`config.mk`:
```
export PLATFORM = sky130hd
export DESIGN_NAME = ahb_lite_decoder_flat
export DESIGN_NICKNAME = d
export VERILOG_FILES = /design/src/rtl/ahb_lite_pkg.sv /design/src/rtl/ahb_lite_decoder_if.sv /design/src/rtl/ahb_lite_decoder_default_slave.sv /design/src/rtl/ahb_lite_decoder.sv /design/src/flat_wrapper.sv
export SDC_FILE = /design/constraint.sdc
export NUM_CORES = 1
export LEC_CHECK = 0
export CORE_ASPECT_RATIO = 0.8
export CORE_UTILIZATION = 30
export DETAILED_ROUTE_END_ITERATION = 6
export PLACE_DENSITY_LB_ADDON = 0.15
export SKIP_CTS_REPAIR_TIMING = 1
export SLEW_MARGIN = 20
export SYNTH_ARGS = -nofsm -noshare
export SYNTH_HDL_FRONTEND = slang
export SYNTH_SLANG_ARGS = --single-unit
```
`constraint.sdc`:
```
create_clock -name HCLK -period 1.6 [get_ports HCLK]
set_input_delay 0.24 -clock HCLK [delete_from_list [all_inputs] [get_ports HCLK]]
set_output_delay 0.24 -clock HCLK [all_outputs]
set_load 0.01 [all_outputs]
```
`src/rtl/ahb_lite_pkg.sv`:
```
// Shared AHB-Lite encodings and default-slave state encoding used by the
// address decoder and its default slave.
package ahb_lite_pkg;

    localparam logic [1:0] HTRANS_IDLE   = 2'b00;
    localparam logic [1:0] HTRANS_BUSY   = 2'b01;
    localparam logic [1:0] HTRANS_NONSEQ = 2'b10;
    localparam logic [1:0] HTRANS_SEQ    = 2'b11;

    localparam logic HRESP_OKAY  = 1'b0;
    localparam logic HRESP_ERROR = 1'b1;

    typedef logic [1:0] ds_state_t;

    localparam ds_state_t ST_IDLE = 2'd0;
    localparam ds_state_t ST_ERR1 = 2'd1;
    localparam ds_state_t ST_ERR2 = 2'd2;

    // Data-phase select bit positions, {def,x2,x1}.
    localparam int unsigned DSEL_X1  = 0;
    localparam int unsigned DSEL_X2  = 1;
    localparam int unsigned DSEL_DEF = 2;

    localparam logic [2:0] DSEL_RESET = 3'b100;

    // True for transfer types that demand a data phase (NONSEQ/SEQ).
    function automatic logic htrans_active(input logic [1:0] htrans);
        return (htrans == HTRANS_NONSEQ) || (htrans == HTRANS_SEQ);
    endfunction

endpackage

```
`src/rtl/ahb_lite_decoder_if.sv`:
```
// Request-side decoder bus bundle: address-phase inputs plus the selects,
// data-phase steering and default-slave response it produces.
interface ahb_lite_decoder_if #(
    parameter int unsigned ADDR_WIDTH   = 32,
    parameter int unsigned ERRCNT_WIDTH = 8
);
    logic [ADDR_WIDTH-1:0]   HADDR;
    logic [1:0]              HTRANS;
    logic                    HREADY;
    logic                    ERR_CLR;
    logic                    HSELx1;
    logic                    HSELx2;
    logic                    HSELdef;
    logic [2:0]              DSEL;
    logic                    HREADYOUTdef;
    logic                    HRESPdef;
    logic [ERRCNT_WIDTH-1:0] ERR_COUNT;

    modport master (
        output HADDR, HTRANS, HREADY, ERR_CLR,
        input  HSELx1, HSELx2, HSELdef, DSEL, HREADYOUTdef, HRESPdef, ERR_COUNT
    );

    modport slave (
        input  HADDR, HTRANS, HREADY, ERR_CLR,
        output HSELx1, HSELx2, HSELdef, DSEL, HREADYOUTdef, HRESPdef, ERR_COUNT
    );
endinterface

```
`src/rtl/ahb_lite_decoder_default_slave.sv`:
```
// Default slave for unmapped space: two-cycle ERROR response per accepted
// transfer, plus a saturating count of ERROR responses for debug.
module ahb_default_slave
    import ahb_lite_pkg::*;
#(
    parameter int unsigned ERRCNT_WIDTH = 8
) (
    input  logic                    clk,
    input  logic                    rst,
    input  logic                    act,
    input  logic                    err_clr,
    output logic                    hreadyout,
    output logic                    hresp,
    output logic [ERRCNT_WIDTH-1:0] err_count
);

    ds_state_t               state_q, state_d;
    logic [ERRCNT_WIDTH-1:0] count_q, count_d;
    logic                    err_entry;

    always_comb begin
        state_d = state_q;
        case (state_q)
            ST_IDLE: if (act) state_d = ST_ERR1;
            // The master cannot withdraw a transfer already accepted.
            ST_ERR1: state_d = ST_ERR2;
            ST_ERR2: state_d = act ? ST_ERR1 : ST_IDLE;
            default: state_d = ST_IDLE;
        endcase
    end

    // ERR1 is only ever entered, never held, so this marks each new error.
    assign err_entry = (state_d == ST_ERR1);

    always_comb begin
        count_d = count_q;
        if (err_clr) begin
            count_d = err_entry ? ERRCNT_WIDTH'(1) : '0;
        end else if (err_entry && (count_q != '1)) begin
            count_d = count_q + ERRCNT_WIDTH'(1);
        end
    end

    always_ff @(posedge clk) begin
        if (rst) begin
            state_q <= ST_IDLE;
            count_q <= '0;
        end else begin
            state_q <= state_d;
            count_q <= count_d;
        end
    end

    always_comb begin
        hreadyout = (state_q != ST_ERR1);
        hresp     = (state_q == ST_IDLE) ? HRESP_OKAY : HRESP_ERROR;
        err_count = count_q;
    end

endmodule

```
`src/rtl/ahb_lite_decoder.sv`:
```
// AHB-Lite address decoder: combinational slave selects, registered data-phase
// select for the response mux, and the embedded default slave.
module ahb_lite_decoder
    import ahb_lite_pkg::*;
#(
    parameter int unsigned           ADDR_WIDTH   = 32,
    parameter logic [ADDR_WIDTH-1:0] MEM_BASE     = 32'h0000_0000,
    parameter logic [ADDR_WIDTH-1:0] MEM_MASK     = 32'hFFFF_F000,
    parameter logic [ADDR_WIDTH-1:0] AES_BASE     = 32'h4000_0000,
    parameter logic [ADDR_WIDTH-1:0] AES_MASK     = 32'hFFFF_FF00,
    parameter int unsigned           ERRCNT_WIDTH = 8
) (
    input logic              HCLK,
    input logic              HRESET,
    ahb_lite_decoder_if.slave bus
);

    logic       mem_hit;
    logic       aes_hit;
    logic       sel_x1;
    logic       sel_x2;
    logic       sel_def;
    logic       act;
    logic [2:0] dsel_q, dsel_d;

    assign mem_hit = ((bus.HADDR & MEM_MASK) == MEM_BASE);
    assign aes_hit = ((bus.HADDR & AES_MASK) == AES_BASE);

    // Memory wins any overlap so the selects stay mutually exclusive.
    assign sel_x1  = mem_hit;
    assign sel_x2  = aes_hit & ~mem_hit;
    assign sel_def = ~sel_x1 & ~sel_x2;

    assign act = sel_def & htrans_active(bus.HTRANS) & bus.HREADY;

    always_comb begin
        dsel_d = dsel_q;
        if (bus.HREADY) begin
            dsel_d           = '0;
            dsel_d[DSEL_X1]  = sel_x1;
            dsel_d[DSEL_X2]  = sel_x2;
            dsel_d[DSEL_DEF] = sel_def;
        end
    end

    always_ff @(posedge HCLK) begin
        if (HRESET) begin
            dsel_q <= DSEL_RESET;
        end else begin
            dsel_q <= dsel_d;
        end
    end

    assign bus.HSELx1  = sel_x1;
    assign bus.HSELx2  = sel_x2;
    assign bus.HSELdef = sel_def;
    assign bus.DSEL    = dsel_q;

    ahb_default_slave #(
        .ERRCNT_WIDTH (ERRCNT_WIDTH)
    ) u_default_slave (
        .clk       (HCLK),
        .rst       (HRESET),
        .act       (act),
        .err_clr   (bus.ERR_CLR),
        .hreadyout (bus.HREADYOUTdef),
        .hresp     (bus.HRESPdef),
        .err_count (bus.ERR_COUNT)
    );

    dsel_onehot_a: assert property (@(posedge HCLK) disable iff (HRESET) $onehot(dsel_q));

endmodule

```
`src/flat_wrapper.sv`:
```
// flat-port wrapper written by rule: the top's interface ports become plain ports
module ahb_lite_decoder_flat import ahb_lite_pkg::*;
#(
    parameter int unsigned           ADDR_WIDTH   = 32,
    parameter logic [ADDR_WIDTH-1:0] MEM_BASE     = 32'h0000_0000,
    parameter logic [ADDR_WIDTH-1:0] MEM_MASK     = 32'hFFFF_F000,
    parameter logic [ADDR_WIDTH-1:0] AES_BASE     = 32'h4000_0000,
    parameter logic [ADDR_WIDTH-1:0] AES_MASK     = 32'hFFFF_FF00,
    parameter int unsigned           ERRCNT_WIDTH = 8
)
  (HCLK, HRESET, bus_HADDR, bus_HTRANS, bus_HREADY, bus_ERR_CLR, bus_HSELx1, bus_HSELx2, bus_HSELdef, bus_DSEL, bus_HREADYOUTdef, bus_HRESPdef, bus_ERR_COUNT);
  ahb_lite_decoder_if #(.ADDR_WIDTH(ADDR_WIDTH), .ERRCNT_WIDTH(ERRCNT_WIDTH)) bus_i ();
  input logic HCLK;
  input logic HRESET;
  input wire logic [$bits(bus_i.HADDR)-1:0] bus_HADDR;
  input wire logic [$bits(bus_i.HTRANS)-1:0] bus_HTRANS;
  input wire logic [$bits(bus_i.HREADY)-1:0] bus_HREADY;
  input wire logic [$bits(bus_i.ERR_CLR)-1:0] bus_ERR_CLR;
  output wire logic [$bits(bus_i.HSELx1)-1:0] bus_HSELx1;
  output wire logic [$bits(bus_i.HSELx2)-1:0] bus_HSELx2;
  output wire logic [$bits(bus_i.HSELdef)-1:0] bus_HSELdef;
  output wire logic [$bits(bus_i.DSEL)-1:0] bus_DSEL;
  output wire logic [$bits(bus_i.HREADYOUTdef)-1:0] bus_HREADYOUTdef;
  output wire logic [$bits(bus_i.HRESPdef)-1:0] bus_HRESPdef;
  output wire logic [$bits(bus_i.ERR_COUNT)-1:0] bus_ERR_COUNT;
  assign bus_i.HADDR = bus_HADDR;
  assign bus_i.HTRANS = bus_HTRANS;
  assign bus_i.HREADY = bus_HREADY;
  assign bus_i.ERR_CLR = bus_ERR_CLR;
  assign bus_HSELx1 = bus_i.HSELx1;
  assign bus_HSELx2 = bus_i.HSELx2;
  assign bus_HSELdef = bus_i.HSELdef;
  assign bus_DSEL = bus_i.DSEL;
  assign bus_HREADYOUTdef = bus_i.HREADYOUTdef;
  assign bus_HRESPdef = bus_i.HRESPdef;
  assign bus_ERR_COUNT = bus_i.ERR_COUNT;
  ahb_lite_decoder #(.ADDR_WIDTH(ADDR_WIDTH), .MEM_BASE(MEM_BASE), .MEM_MASK(MEM_MASK), .AES_BASE(AES_BASE), .AES_MASK(AES_MASK), .ERRCNT_WIDTH(ERRCNT_WIDTH)) u_core (.HCLK(HCLK), .HRESET(HRESET), .bus(bus_i));
endmodule
```
==> metrics <==
final worst slack=0.0191 ns; Area growth, synth to finish=107%; worst skew pair latency=0.28 ns; die height=46.4 µm; Routability Congestion=0.794; synth warn=0; mapped cell area=739 µm²; first-pass GRT wire length=3.70 mm; die width=57.5 µm; post-synthesis async set-or-reset flop share=0; Slew Viols, Final=0; outcome=complete, no violations; top achievable clock speed=0.633 GHz; most common cell after layout, fill and taps aside=dlymetal6s2s_1; post-synthesis register bit count=13; core area=2230 µm²; routed wire length=2.85 mm; worst-margin pin slew=0.295 ns; via count=945; worst-case clock buffer depth=2; Crit Path Class=in2out; commonest non-fill, non-tap cells in the layout=27 x dlymetal6s2s_1, 18 x buf_4, 14 x clkdlybuf4s50_1; placed cell areas=1320 µm²; Yosys cell types=34; initial antenna violation count=0; Setup violations, final=0; drt first pass iters=4; Final Hold Vio Count=0; Hold/Removal Path Class=in2reg; HPWL after DPL=1.89 mm; Critical Path RT=1.36 ns; H-tree depth=1; dpl ws=-0.694 ns; fin crit share=0.988; max_cap viols=0; IO buf count=44; Layout Utilization=0.684; Die ar.=2670 µm²; IO Pins=54; Mapped Cells=85; Clock Root Buffer=clkbuf_4; clk_skew=0.00696 ns; Clk pin slew, worst setup/hold paths=0.09 ns; crit-path max FO=3; vias in the first global route=836; # rows=15; total power=0.695 mW; via density per instance=5.34; design area=1530 µm²; number of fill cells=180; PD cells=455 nW/µm²; gr usage total=0.188; layout net count=192; Seq/Total Area, Yosys=0.352; Reg2Reg Setup Slack=0.05 ns; CTS tree=built; Leak=0.804 nW; post-DR wirelength/cell=16.1 µm; Main synth FF type=dfxtp_1; DRT iter0 DRCs=35; CP arrival=1.34 ns; Inserted Diodes=0; CTS Buf Count=3; TritonCTS sink count=13; DRC Markers=0; nature of the critical path endpoint=primary output; Startpoint Class=input port; syn avg cell area=8.70 µm²; slew margin rel.=0.801; largest net degree at the start of global routing=12; Mapped Nets=124; Remaining Overflow, GRT=0; layout cells sized above 1=0.336; Post-synth EDFFs=0; area of the multi-input gates=526 µm²; Starting Density=0.331; min Tclk post-route=1.58 ns; post-route ant nets=0; Peak VDD IR=441 µV; register area=260 µm²
[worst paths after layout]
kind,start,to,cells past startpoint
setup / recovery,bus_HADDR[23],bus_HSELx1,6
hold / removal,bus_HREADY,u_core.bus.DSEL[2],3
setup reg to reg,u_core.u_default_slave.err_count[5],u_core.u_default_slave.err_count[5],4
hold reg to reg,u_core.bus.DSEL[0],u_core.bus.DSEL[0],2
[flip-flops by register name, indices dropped and copies added (netlist names)]
register and cells:
u_core.bus.DSEL 3, u_core.u_default_slave.state_q 2, u_core.u_default_slave.err_count 8
[per-stage QoR]
step	hold WS, ns	setup TNS (ns)	std cells
floorplan	0.362	0	85
global placement	0.475	-4.93	168
detailed placement	0.496	-5.70	168
CTS	0.515	-2.48	172
global route	0.404	-0.0701	177
finish	0.387	0	177
[synth_stat cells, drive strengths merged (2+ instances only)]
cell type   n  area share
o41ai       2       0.034
nand4       3       0.025
and4        2       0.027
mux2i       2       0.027
o31ai       4       0.041
nor3        3       0.020
buf         2       0.030
o21ai       3       0.025
nor2        8       0.051
dfxtp      13        0.35
nor4        5       0.042
a31o        2       0.024
nand3       6       0.047
or4         3       0.030
or2         2       0.017
inv         3       0.015
nand2       6       0.034
a21boi      4       0.041
and3        3       0.025
[cells by family after synthesis]
group | after synthesis | synth area share
AO/OA/AOI/OAI | 19 | 0.205
adder cells (fa/ha/maj) | 1 | 0.0169
buffers and inverters | 6 | 0.0508
flip-flops | 13 | 0.352
multiplexers | 2 | 0.0271
AND/OR/NAND/NOR | 44 | 0.349
[final cells by class]
class | instances | area share
repair buffers | 66 | 0.441
multi-input cells | 66 | 0.344
flip-flops and latches | 13 | 0.170
well taps | 25 | 0.0205
clock buffers | 4 | 0.0172
inverters | 3 | 0.00737
[critical path, cell delays in order]
cell	delay, ns
dlymetal6s2s_1	0.13
nor4_2	0.31
nand3_2	0.20
buf_6	0.17
nor3_4	0.12
buf_2	0.16
[layer usage]
layer  up-vias  share of wire  routed length, µm  track usage
met5         -              0                  0            0
met3         4          0.060                171       0.0562
li1        464              -                  -            -
met1       440           0.43               1230        0.253
met4         0          0.014                 41       0.0439
met2        37           0.49               1410        0.298
[power by group]
| part | total, mW | switching, mW | internal [mW] | leakage, nW |
|---|---|---|---|---|
| logic | 0.154 | 0.0616 | 0.0926 | 0.684 |
| registers | 0.331 | 0.00340 | 0.328 | 0.105 |
| clock network | 0.209 | 0.113 | 0.0967 | 0.0150 |
| total | 0.695 | 0.178 | 0.517 | 0.804 |
Power figures use the tool's default switching activity.
